File: src/rtl/mul_shift_add_64.sv
// Sequential unsigned radix-2 shift-and-add multiplier: full 2*WIDTH-bit product
// of two WIDTH-bit operands, fixed WIDTH+1 cycle latency, start/done handshake.

module mul_shift_add_64_fa (
  input  logic x,
  input  logic y,
  input  logic ci,
  output logic s,
  output logic co
);
  assign s  = x ^ y ^ ci;
  assign co = (x & y) | (ci & (x ^ y));
endmodule

// Ripple-carry adder; the top stage produces only a sum bit because the carry-out
// is discarded by every user of this adder.
module mul_shift_add_64_rca #(
  parameter int W = 128
) (
  input  logic [W-1:0] x,
  input  logic [W-1:0] y,
  input  logic         ci,
  output logic [W-1:0] s
);
  logic [W-1:0] c;

  assign c[0] = ci;

  for (genvar i = 0; i < W - 1; i++) begin : g_fa
    mul_shift_add_64_fa u_fa (
      .x  (x[i]),
      .y  (y[i]),
      .ci (c[i]),
      .s  (s[i]),
      .co (c[i+1])
    );
  end

  assign s[W-1] = x[W-1] ^ y[W-1] ^ c[W-1];
endmodule

// Handshake: start is honoured only in IDLE, on the rising edge where it is high.
// busy is high in RUN and DONE; done is a one-cycle pulse in DONE, at which point
// product already holds the new result. product is otherwise held.
module mul_shift_add_64 #(
  parameter int WIDTH = 64,
  parameter int CNT_W = 7
) (
  input  logic               clk,
  input  logic               rst_n,
  input  logic               start,
  input  logic [WIDTH-1:0]   a,
  input  logic [WIDTH-1:0]   b,
  output logic               busy,
  output logic               done,
  output logic [2*WIDTH-1:0] product
);
  typedef enum logic [1:0] {
    IDLE = 2'd0,
    RUN  = 2'd1,
    DONE = 2'd2
  } state_t;

  state_t               state;
  state_t               state_next;
  logic [2*WIDTH-1:0]   acc;
  logic [2*WIDTH-1:0]   mcand;
  logic [WIDTH-1:0]     mplier;
  logic [CNT_W-1:0]     count;
  logic [2*WIDTH-1:0]   addend;
  logic [2*WIDTH-1:0]   sum;
  logic                 last_iter;

  assign addend    = mplier[0] ? mcand : '0;
  assign last_iter = (count == CNT_W'(WIDTH - 1));

  mul_shift_add_64_rca #(.W(2 * WIDTH)) u_add (
    .x  (acc),
    .y  (addend),
    .ci (1'b0),
    .s  (sum)
  );

  always_ff @(posedge clk or negedge rst_n) begin
    if (!rst_n) begin
      state <= IDLE;
    end else begin
      state <= state_next;
    end
  end

  always_comb begin
    state_next = state;
    case (state)
      IDLE:    if (start) state_next = RUN;
      RUN:     if (last_iter) state_next = DONE;
      DONE:    state_next = IDLE;
      default: state_next = IDLE;
    endcase
  end

  always_comb begin
    busy = 1'b0;
    done = 1'b0;
    case (state)
      RUN:  busy = 1'b1;
      DONE: begin
        busy = 1'b1;
        done = 1'b1;
      end
      default: ;
    endcase
  end

  // No early exit when mplier runs out of ones: latency stays data-independent.
  always_ff @(posedge clk or negedge rst_n) begin
    if (!rst_n) begin
      acc     <= '0;
      mcand   <= '0;
      mplier  <= '0;
      count   <= '0;
      product <= '0;
    end else begin
      case (state)
        IDLE: begin
          if (start) begin
            acc    <= '0;
            mcand  <= {{WIDTH{1'b0}}, a};
            mplier <= b;
            count  <= '0;
          end
        end
        RUN: begin
          acc    <= sum;
          mcand  <= mcand << 1;
          mplier <= mplier >> 1;
          count  <= count + CNT_W'(1);
          if (last_iter) product <= sum;
        end
        default: ;
      endcase
    end
  end
endmodule

File: config.mk
export PLATFORM = sky130hd
export DESIGN_NAME = mul_shift_add_64
export DESIGN_NICKNAME = d
export VERILOG_FILES = /design/src/rtl/mul_shift_add_64.sv
export SDC_FILE = /design/constraint.sdc
export NUM_CORES = 1
export LEC_CHECK = 0
export CAP_MARGIN = 20
export CORE_UTILIZATION = 57
export CTS_CLUSTER_DIAMETER = 60
export CTS_CLUSTER_SIZE = 8
export DETAILED_ROUTE_END_ITERATION = 12
export PLACE_DENSITY = 0.81
export SYNTH_ARGS = -nofsm -noshare
export SYNTH_HDL_FRONTEND = slang
export SYNTH_SLANG_ARGS = --single-unit
File: constraint.sdc
create_clock -name clk -period 63.5 [get_ports clk]
set_clock_uncertainty 0.1 [all_clocks]
set_input_delay 9.525 -clock clk [delete_from_list [all_inputs] [get_ports clk]]
set_output_delay 9.525 -clock clk [all_outputs]
set_load 0.02 [all_outputs]
======== Yosys cells after proc, flatten, opt, wreduce, memory -nomap -nowiden ========
Index checks and enable logic that the tools add are counted.
operators by class
  add/sub/neg operators ................... 1
  eq/ne operators ......................... 5
  bitwise gates (word level) .............. 634
  multiplexer cells ....................... 14
  reductions and logical operators ........ 6
operator list
  cell                                                                   count
  128-bit one-hot mux with 2 select lines                                2
  128-bit two-way mux                                                    3
  1-bit XOR                                                              255
  1-bit bitwise AND                                                      253
  64-bit one-hot mux with 2 select lines                                 1
  1-bit OR                                                               126
  64-bit two-way mux                                                     1
  7-bit one-hot mux with 2 select lines                                  1
  7-bit by 1-bit adder with 7-bit output, second input constant          1
  7-bit by 6-bit equality test with 1-bit output, second input constant  1
  7-bit two-way mux                                                      1
  2-bit AND reduction                                                    3
  2-bit two-way mux                                                      2
  2-bit inequality test, second input constant                           2
  2-bit one-hot mux with 2 select lines                                  1
  2-bit by 1-bit equality test with 1-bit output, second input constant  1
  2-bit equality test, second input constant                             1
  2-bit zero test                                                        1
  1-bit two-way mux                                                      2
  2-bit nonzero test                                                     1
  2-bit OR reduction                                                     1
word-level totals
  output and inout bits ................... 130
  flip-flop bits (word level) ............. 457
  input bits .............................. 131
  word-level logic and storage cells ...... 666

======== Longest topological paths before layout ========
Gate-level depths: netlist of run 1.
  depth after elaboration ................. 256
  gate-level depth with buffers ........... 134
  depth with buffers taken out ............ 133

======== Modules after synthesis ========
Synthesis of run 1 repeated with hierarchy kept, for this count alone.
second synthesis, totals
  cells, all modules ...................... 1578
  area total of the unflattened synthesis .. 21296.7 um2
modules (own cells, without submodules)
  module                cells each  sequential area each (um2)  times used  area each (um2)
  mul_shift_add_64      1450        11436.0                     1           18730.5
  mul_shift_add_64_fa   1           0.0                         127         20.0
  mul_shift_add_64_rca  1           0.0                         1           23.8

======== Least setup slack after synthesis of run 1 ========
Ideal clock, no wire load.
  path kind ............................... reg-to-reg
  start ................................... register mplier[0]
  end ..................................... register product[127]
  setup time .............................. 125 ps
  slack ................................... 9350 ps
  cell stages (with the launch flop) ...... 134
  data arrival time ....................... 53925 ps
  required time ........................... 63275 ps
  period minus slack after synthesis ...... 54150 ps
  buffers on the path ..................... 2
  cell sequence ........................... dfrtp_1 clkbuf_1 clkbuf_1 nand2_1 fa_1 fa_1 fa_1 fa_1 fa_1 fa_1 fa_1 fa_1 fa_1 fa_1 fa_1 fa_1 fa_1 fa_1 [98 not listed] fa_1 fa_1 fa_1 fa_1 fa_1 fa_1 fa_1 fa_1 fa_1 fa_1 fa_1 fa_1 inv_1 fa_1 fa_1 xor2_1 xnor2_1 mux2_2
between the ends
  word-level cells in the longest chain between the ends .. 255
  elaborated cells between the ends (all ways) .. 508
  classes of those cells .................. 1 x mux; 507 x bitwise
RTL lines
  what                                            line  RTL
  start: declaration                              68    logic [WIDTH-1:0] mplier;
  start signal: assignment                        136   mplier <= mplier >> 1;
  128-bit two-way mux (*)                         74    assign addend = mplier[0] ? mcand : '0;
  1-bit bitwise AND or 1-bit XOR (tied branches)  12    assign co = (x & y) | (ci & (x ^ y));
  1-bit bitwise AND                               12
  1-bit OR                                        12
  1-bit bitwise AND                               12
  1-bit OR                                        12
  1-bit bitwise AND                               12
  1-bit OR                                        12
  [239 not listed]                                -
  1-bit OR                                        12
  1-bit bitwise AND                               12
  1-bit OR                                        12
  1-bit bitwise AND                               12
  1-bit OR                                        12
  1-bit bitwise AND                               12
  1-bit OR                                        12
  1-bit XOR (*)                                   39    assign s[W-1] = x[W-1] ^ y[W-1] ^ c[W-1];
  end signal: assignment                          138   if (last_iter) product <= sum;
  end: declaration                                56    output logic [2*WIDTH-1:0] product
Every way passes the cells marked *; elsewhere a longest branch is shown, timed or not.
A chain may end at the register's enable or synchronous reset.

======== Worst setup path after layout of run 1 ========
Same ends and word-level chain as after synthesis.

==> results of run 1 <==
## cells in the mapped netlist (2+ instances only)
library cell  number
mux2_2             4
a22o_1            72
nand2_1          254
ha_1               5
o21ai_0          167
fa_1             126
a221o_1           86
buf_2             54
dfrtp_1          457
a21oi_1           89
a22oi_1           40
nand2b_1          88
or3_1              2
and2_1             5
nor2b_1            3
nand3_1           87
buf_4              4
buf_1              9
mux2i_1          126
inv_1            292
buf_6             21
clkbuf_1          55
nor2_1             2
## worst max path at each step
stage | endpoint | depth (start not counted)
2_1_floorplan | product[127] | 133
3_3_place_gp | product[127] | 133
3_5_place_dp | product[127] | 133
4_1_cts | product[127] | 133
5_1_grt | product[127] | 133
6_report | product[127] | 133
## metal layers
| metal | part of all wire | up-vias | global-route usage |
|---|---|---|---|
| met2 | 0.48 | 491 | 0.411 |
| met1 | 0.42 | 8045 | 0.350 |
| met3 | 0.069 | 96 | 0.0639 |
| met4 | 0.029 | 0 | 0.112 |
| li1 | - | 7214 | - |
| met5 | 0 | - | 0 |
## registers in the layout (all words and copies together), names as in the netlist
signal and count:
mplier 64, acc 128, count 7, mcand 128, product 128, state 2
## final cells by class
| class | count | area, um2 | share of cell area |
|---|---|---|---|
| multi-input combinational | 1169 | 9140 | 0.340 |
| clock inverter | 3 | 43.8 | 0.00163 |
| antenna | 6 | 15.0 | 0.000558 |
| clock buffer | 71 | 1780 | 0.0661 |
| tap | 518 | 648 | 0.0241 |
| timing repair buffer | 274 | 2730 | 0.102 |
| sequential | 457 | 11400 | 0.425 |
| inverter | 292 | 1100 | 0.0408 |
## power by group
group          total (W)  internal, W  switching [W]
clock network   0.000320     0.000199       0.000121
logic           0.000278     0.000105       0.000173
registers       0.000392     0.000346      0.0000462
total           0.000990     0.000650       0.000340
## stage by stage
stage / power, W / cell area [um2] / hold WS [ns] / worst slack, ns / cells
3_5_place_dp: 0.000671 / 25100 / 0.370 / 7.09 / 2710
5_1_grt: 0.00105 / 26900 / 0.400 / 5.25 / 2789
3_3_place_gp: 0.000656 / 25100 / 0.362 / 7.64 / 2710
2_1_floorplan: 0.000597 / 22400 / 0.350 / 9.35 / 2061
6_report: 0.000990 / 26900 / 0.376 / 7.21 / 2790
4_1_cts: 0.000997 / 26900 / 0.381 / 6.68 / 2784
## tightest hold or removal path, stage by stage, from the launching register on
cell	delay, ns
dfrtp_1	0.34
nand2_1	0.05
o21ai_0	0.06
## logic make-up after synthesis
logic type | share of synthesized area
xor gates and xnor gates | 0.000783
buffers and inverters | 0.0837
AOI/OAI and AO/OA | 0.139
adders and majority gates | 0.115
DFF | 0.511
muxes | 0.0583
and+or+nand+nor | 0.0920
==> results.ini, run 1 <==
[critical_path]
cp_max_fo=41
path_common_cell=fa_1
crit_path_end_kind=register
setup.worst_path.start=mplier[0]
worstPathRequired_ns=63.84
worstSetupPathType=register to register
crit_path_start_kind=register
path_delay_family=adder cells
max_stage_delay_ns=0.72
slowest_stage=dfrtp_4
arrival_ns=56.63
r2r_cells=133
r2r_end=product[127]
reg2reg_from=mplier[0]
r2r_slack_ns=7.21
crit_buf_inv=2

[clock_network]
cts_made_buffers=67
ctsResizeCount=0
clock_latency_ns=0.56
cts_tree=done
postCtsHoldBufs=0
clkSinkCount=457
cts_buffer_depth=3
cts.clk_slew.worst_paths_ns=0.05
cts_root_buf=clkbuf_16
cts.htree.levels=3
post_cts_buffers=0

[hold_path]
min_path_cells=2
hp-class=register to register
hp-start=acc[73]
whs_endpoint=acc[73]

[pwr]
irDropWorstVdd_mv=0.0354
power_leakage_nw=11.5
p_per_area_nw_per_um2=36.8

[timing]
final_max_slew_viol_count=0
finalSetupViolCount=0
final.setup.tns_ns=0
hold_viol_final=0
relSlewSlack=0.132
timing.final.crit_share=0.886
grt_setup_unrepaired=false
fmax_mhz=17.8
final.min_clock_period_ns=56.29
tightest_slew_ns=1.30

[global_routing]
overflow=0
grtUsageTotal=0.262
grt_pass1_wl_mm=84.9
antenna_found_initial=6
grt_max_degree=247
grt_pass1_vias=16700

[die]
start_util=0.578
io_pins=261
die-area_um2=40100
placement_rows=72
die_h_um=200
core_um2=38700
die_w_um=200

[route]
drt_iter0_drc=1011
wl_per_cell_um=18.2
vias=15800
drc=0
finalWirelength_mm=50.7
drtAntennaViolNets=0
firstDrtPassIters=5
vias_per_cell=5.68

[synth]
async_flop_share=1.00
synth.top_cell.area_share=0.511
postSynthCellCount=2061
avgSynthCellArea_um2=10.9
synth_top_area_cell=dfrtp_1
yosysSeqAreaShare=0.511
synth_cell_types=36
netlist_area_um2=22400
synth_warnings=0
synth_edf_count=0
synth.area.top_cells=dfrtp_1, fa_1, mux2i_1
synth_nets=2323
ys_seq_elements=457
synthFlopType=dfrtp_1

[final_layout]
syn_to_final_growth_pct=20.1
final_cell_mix=dfrtp_1, inv_1, clkdlybuf4s50_1
final_common_cell=dfrtp_1
post-route-util=0.694
drive_gt1_frac=0.0450
fillers=2779
final_nets=2523

[flow_run]
drv_cap=0

[placed_design]
io_buffers=260
routabilityCongestion=0.806
hpwlAfterDp_mm=31.3

[run_status]
status=complete, no violations

Power figures use the tool's default switching activity.
==> run 2, diff against run 1 <==
--- a/config.mk
+++ b/config.mk
@@ -10,7 +10,7 @@
 export CTS_CLUSTER_DIAMETER = 60
 export CTS_CLUSTER_SIZE = 8
 export DETAILED_ROUTE_END_ITERATION = 12
-export PLACE_DENSITY = 0.81
+export PLACE_DENSITY = 0.93
 export SYNTH_ARGS = -nofsm -noshare
 export SYNTH_HDL_FRONTEND = slang
 export SYNTH_SLANG_ARGS = --single-unit
==> run 2 against run 1 <==
- worst setup slack worse by 0.42 ns
- global-route usage up 1.5 points
- first-iteration DRC count up 43%
- sequential power up 1%
- total power down 0.32%
- via count up 3.0%
- worst hold slack better by 0.0010 ns
- register-to-register slack worse by 0.42 ns
- largest cell class unchanged
- largest power group unchanged
- critical path depth unchanged
- die area unchanged
- routed wire length up 5.9%
- clock-buffer cell count unchanged
==> results.ini, run 2 (synthesis gave the netlist of run 1 again) <==
[run_status]
status=complete, no violations

[global_routing]
overflow=0
grt_pass1_wl_mm=89.3
grt_max_degree=141
grt_pass1_vias=17400
grtUsageTotal=0.276
antenna_found_initial=8

[timing]
tightest_slew_ns=1.08
hold_viol_final=0
relSlewSlack=0.278
final.setup.tns_ns=0
grt_setup_unrepaired=false
final_max_slew_viol_count=0
finalSetupViolCount=0
final.min_clock_period_ns=56.71
timing.final.crit_share=0.893
fmax_mhz=17.6

[critical_path]
crit_path_start_kind=register
setup.worst_path.start=mplier[0]
path_common_cell=fa_1
arrival_ns=57.05
worstSetupPathType=register to register
slowest_stage=dfrtp_4
max_stage_delay_ns=0.92
cp_max_fo=72
worstPathRequired_ns=63.85
reg2reg_from=mplier[0]
crit_path_end_kind=register

[route]
vias_per_cell=5.84
drt_iter0_drc=1441
wl_per_cell_um=19.2
drc=0
vias=16300
drtAntennaViolNets=0
finalWirelength_mm=53.6
firstDrtPassIters=10

[placed_design]
place_inst=2711
io_buffers=260
routabilityCongestion=0.836
hpwlAfterDp_mm=33.6

[die]
placement_rows=72
core_um2=38700
die_w_um=200
die_h_um=200
start_util=0.578
die-area_um2=40100
io_pins=261

[final_layout]
final_cells=2794
final_nets=2527
syn_to_final_growth_pct=20.1
final_common_cell=dfrtp_1
top_regs=acc: 128 flops, mcand: 128 flops, product: 128 flops
final_cell_mix=dfrtp_1, inv_1, clkdlybuf4s50_1
fillers=2555
drive_gt1_frac=0.0458
post-route-util=0.694

[clock_network]
post_cts_buffers=0
postCtsHoldBufs=0
clock_latency_ns=0.57
cts_root_buf=clkbuf_16
clkSinkCount=457
cts_tree=done
cts.clk_slew.worst_paths_ns=0.05
cts.htree.levels=3
cts_buffer_depth=3
ctsResizeCount=0
cts_made_buffers=67

[flow_run]
drv_cap=0

[hold_path]
hp-class=register to register
hp-start=acc[112]

[pwr]
irDropWorstVdd_mv=0.0226
p_per_area_nw_per_um2=36.7
power_leakage_nw=11.5
p_total_w=0.000987

## run 2: metal layers
| metal | track usage | vias to the layer above | part of all wire |
|---|---|---|---|
| met5 | 0 | - | 0.00048 |
| met4 | 0.110 | 4 | 0.031 |
| met3 | 0.0576 | 132 | 0.081 |
| met2 | 0.457 | 716 | 0.50 |
| met1 | 0.358 | 8251 | 0.39 |
| li1 | - | 7221 | - |
## run 2: where the power goes
part | switching [W] | leakage [nW] | internal, W | total (W)
Sequential | 0.0000503 | 6.20 | 0.000346 | 0.000396
Combinational | 0.000173 | 4.41 | 0.000105 | 0.000278
Clock | 0.000122 | 0.866 | 0.000191 | 0.000313
## run 2: final timing paths
kind,depth (start not counted),slack [ns],end
worst min-delay path,2,0.38,acc[112]
worst max-delay path,133,6.79,product[127]
max in group asynchronous,4,52.12,product[36]
worst min register to register,2,0.38,acc[112]
worst max register to register,133,6.79,product[127]
min in group asynchronous,1,8.99,product[101]
## run 2: cell type report
cell class              instances  area, um2  area share
flip-flops and latches        457      11400       0.425
multi-input cells            1169       9130       0.339
inverters                     292       1100      0.0408
diodes                          6       15.0    0.000558
well taps                     518        648      0.0241
clock buffers                  71       1730      0.0645
clock inverters                 3       26.3    0.000977
repair buffers                278       2800       0.104
## run 2: critical path, delay by kind of cell (launching register included)
family	cells	cell delay [ns]
flops	1	0.92
fa+ha+maj	127	54.55
mux	1	0.26
simple gates	1	0.23
xor+xnor	2	0.29
buf+inv	2	0.14
## run 2: stage by stage
| step | setup WS [ns] | area, um2 | hold slack (ns) |
|---|---|---|---|
| floorplan | 9.35 | 22400 | 0.350 |
| detailed placement | 6.75 | 25000 | 0.371 |
| global placement | 7.56 | 25000 | 0.362 |
| global route | 4.80 | 26900 | 0.405 |
| finish | 6.79 | 26900 | 0.377 |
| CTS | 6.39 | 26800 | 0.381 |
==> run 3, diff against run 2 <==
--- a/config.mk
+++ b/config.mk
@@ -6,9 +6,10 @@
 export NUM_CORES = 1
 export LEC_CHECK = 0
 export CAP_MARGIN = 20
+export CORE_ASPECT_RATIO = 0.6
 export CORE_UTILIZATION = 57
 export CTS_CLUSTER_DIAMETER = 60
-export CTS_CLUSTER_SIZE = 8
+export CTS_CLUSTER_SIZE = 12
 export DETAILED_ROUTE_END_ITERATION = 12
 export PLACE_DENSITY = 0.93
 export SYNTH_ARGS = -nofsm -noshare
==> run 3 against run 2 <==
- combinational power increased by 1%
- maximum frequency rose by 0.14%
- clock power decreased by 27%
- worst hold slack better by 0.0049 ns
- total power fell by 8.3%
- worst setup slack improved by 0.079 ns
- sequential power about the same
- first-iteration DRC count increased by 19%
- cell count is 1.2% lower
- via count is 0.52% lower
- global-route usage is 0.56 points lower
- non-clock buffer count shrank 2
- critical endpoint unchanged
- highest routed layer unchanged
==> results.ini, run 3 (synthesis gave the netlist of run 1 again) <==
[final_layout]
drive_gt1_frac=0.0343
final_nets=2502
final_common_cell=dfrtp_1
syn_to_final_growth_pct=17.1
final_cell_mix=dfrtp_1, inv_1, clkdlybuf4s50_1
fillers=2593
top_regs=acc: 128 flops, mcand: 128 flops, product: 128 flops

[clock_network]
cts_root_buf=clkbuf_16
post_cts_buffers=0
cts.htree.levels=2
cts_made_buffers=44
cts.clk_slew.worst_paths_ns=0.06
postCtsHoldBufs=0
clock_latency_ns=0.56
cts_buffer_depth=3
ctsResizeCount=0
cts_tree=done
clkSinkCount=457

[timing]
final.min_clock_period_ns=56.63
hold_viol_final=0
tightest_slew_ns=1.11
final.setup.tns_ns=0
timing.final.crit_share=0.892
finalSetupViolCount=0
final_max_slew_viol_count=0
grt_setup_unrepaired=false
fmax_mhz=17.7
relSlewSlack=0.260
whs_ns=0.382

[critical_path]
max_stage_delay_ns=0.74
setup.worst_path.start=mplier[0]
worstSetupPathType=register to register
crit_path_start_kind=register
r2r_slack_ns=6.87
worstPathRequired_ns=63.84
crit_path_end_kind=register
arrival_ns=56.97
path_common_cell=fa_1
crit_end=product[127]
r2r_end=product[127]
reg2reg_from=mplier[0]
cp_max_fo=45
r2r_cells=133
slowest_stage=dfrtp_4

[die]
die_w_um=258
io_pins=261
die_h_um=156
start_util=0.586
core_um2=38200
die-area_um2=40100
placement_rows=55

[route]
drtAntennaViolNets=0
vias=16200
firstDrtPassIters=5
vias_per_cell=5.88
drt_iter0_drc=1720
wl_per_cell_um=19.3
finalWirelength_mm=53.2
drc=0

[global_routing]
grt_max_degree=193
grt_pass1_wl_mm=87.2
overflow=0
antenna_found_initial=8
grtUsageTotal=0.271
grt_pass1_vias=17000

[pwr]
p_per_area_nw_per_um2=34.5
irDropWorstVdd_mv=0.0289
power_leakage_nw=11.1

[hold_path]
hp-class=register to register

[placed_design]
routabilityCongestion=0.836
io_buffers=260
hpwlAfterDp_mm=34.9

[run_status]
status=complete, no violations

[flow_run]
drv_cap=0

run 3: stage by stage:
stage,utilization,total power [W],cells,setup WS [ns],instance area (um2)
after floorplan,-,0.000597,2061,9.35,22400
after global placement,0.656,0.000652,2707,7.52,25000
after detailed placement,0.656,0.000672,2707,6.79,25000
after CTS,0.686,0.000905,2756,6.45,26200
after global routing,0.686,0.000957,2761,5.00,26200
final,0.686,0.000905,2761,6.87,26200
run 3: metal layers:
| metal | track usage | up-vias | wire length [um] |
|---|---|---|---|
| li1 | - | 7171 | - |
| met4 | 0.104 | 6 | 1640 |
| met2 | 0.439 | 653 | 25800 |
| met5 | 0 | - | 37 |
| met3 | 0.0564 | 120 | 3770 |
| met1 | 0.362 | 8289 | 22000 |
run 3: critical path, delay by kind of cell (launching register included):
family                   cells  cell delay, ns
adder cells (fa/ha/maj)    127           54.73
flip-flops                   1            0.74
XOR/XNOR                     2            0.27
multiplexers                 1            0.27
AND/OR/NAND/NOR              1            0.21
buffers and inverters        2            0.13
run 3: worst min-delay path by stage:
stage / end / slack [ns] / startpoint / cells after the start
final: acc[73] / 0.38 / acc[73] / 2
after global routing: acc[73] / 0.40 / acc[73] / 2
after CTS: acc[73] / 0.38 / acc[73] / 2
after detailed placement: acc[81] / 0.37 / acc[81] / 2
after global placement: acc[35] / 0.36 / acc[35] / 2
after floorplan: acc[100] / 0.35 / acc[100] / 2
run 3: layout make-up:
| class | instances | area, um2 | area share |
|---|---|---|---|
| clock inverter | 3 | 36.3 | 0.00138 |
| timing repair buffer | 276 | 2740 | 0.104 |
| inverter | 292 | 1100 | 0.0418 |
| tap | 513 | 642 | 0.0245 |
| multi-input combinational | 1169 | 9140 | 0.349 |
| sequential | 457 | 11400 | 0.437 |
| clock buffer | 46 | 1110 | 0.0423 |
| antenna | 5 | 12.5 | 0.000477 |
run 3: report_power, final:
| part | total (W) | switching (W) | internal (W) | leakage (nW) |
|---|---|---|---|---|
| Clock | 0.000230 | 0.000107 | 0.000123 | 0.562 |
| Combinational | 0.000282 | 0.000177 | 0.000105 | 4.38 |
| Sequential | 0.000393 | 0.0000472 | 0.000345 | 6.20 |
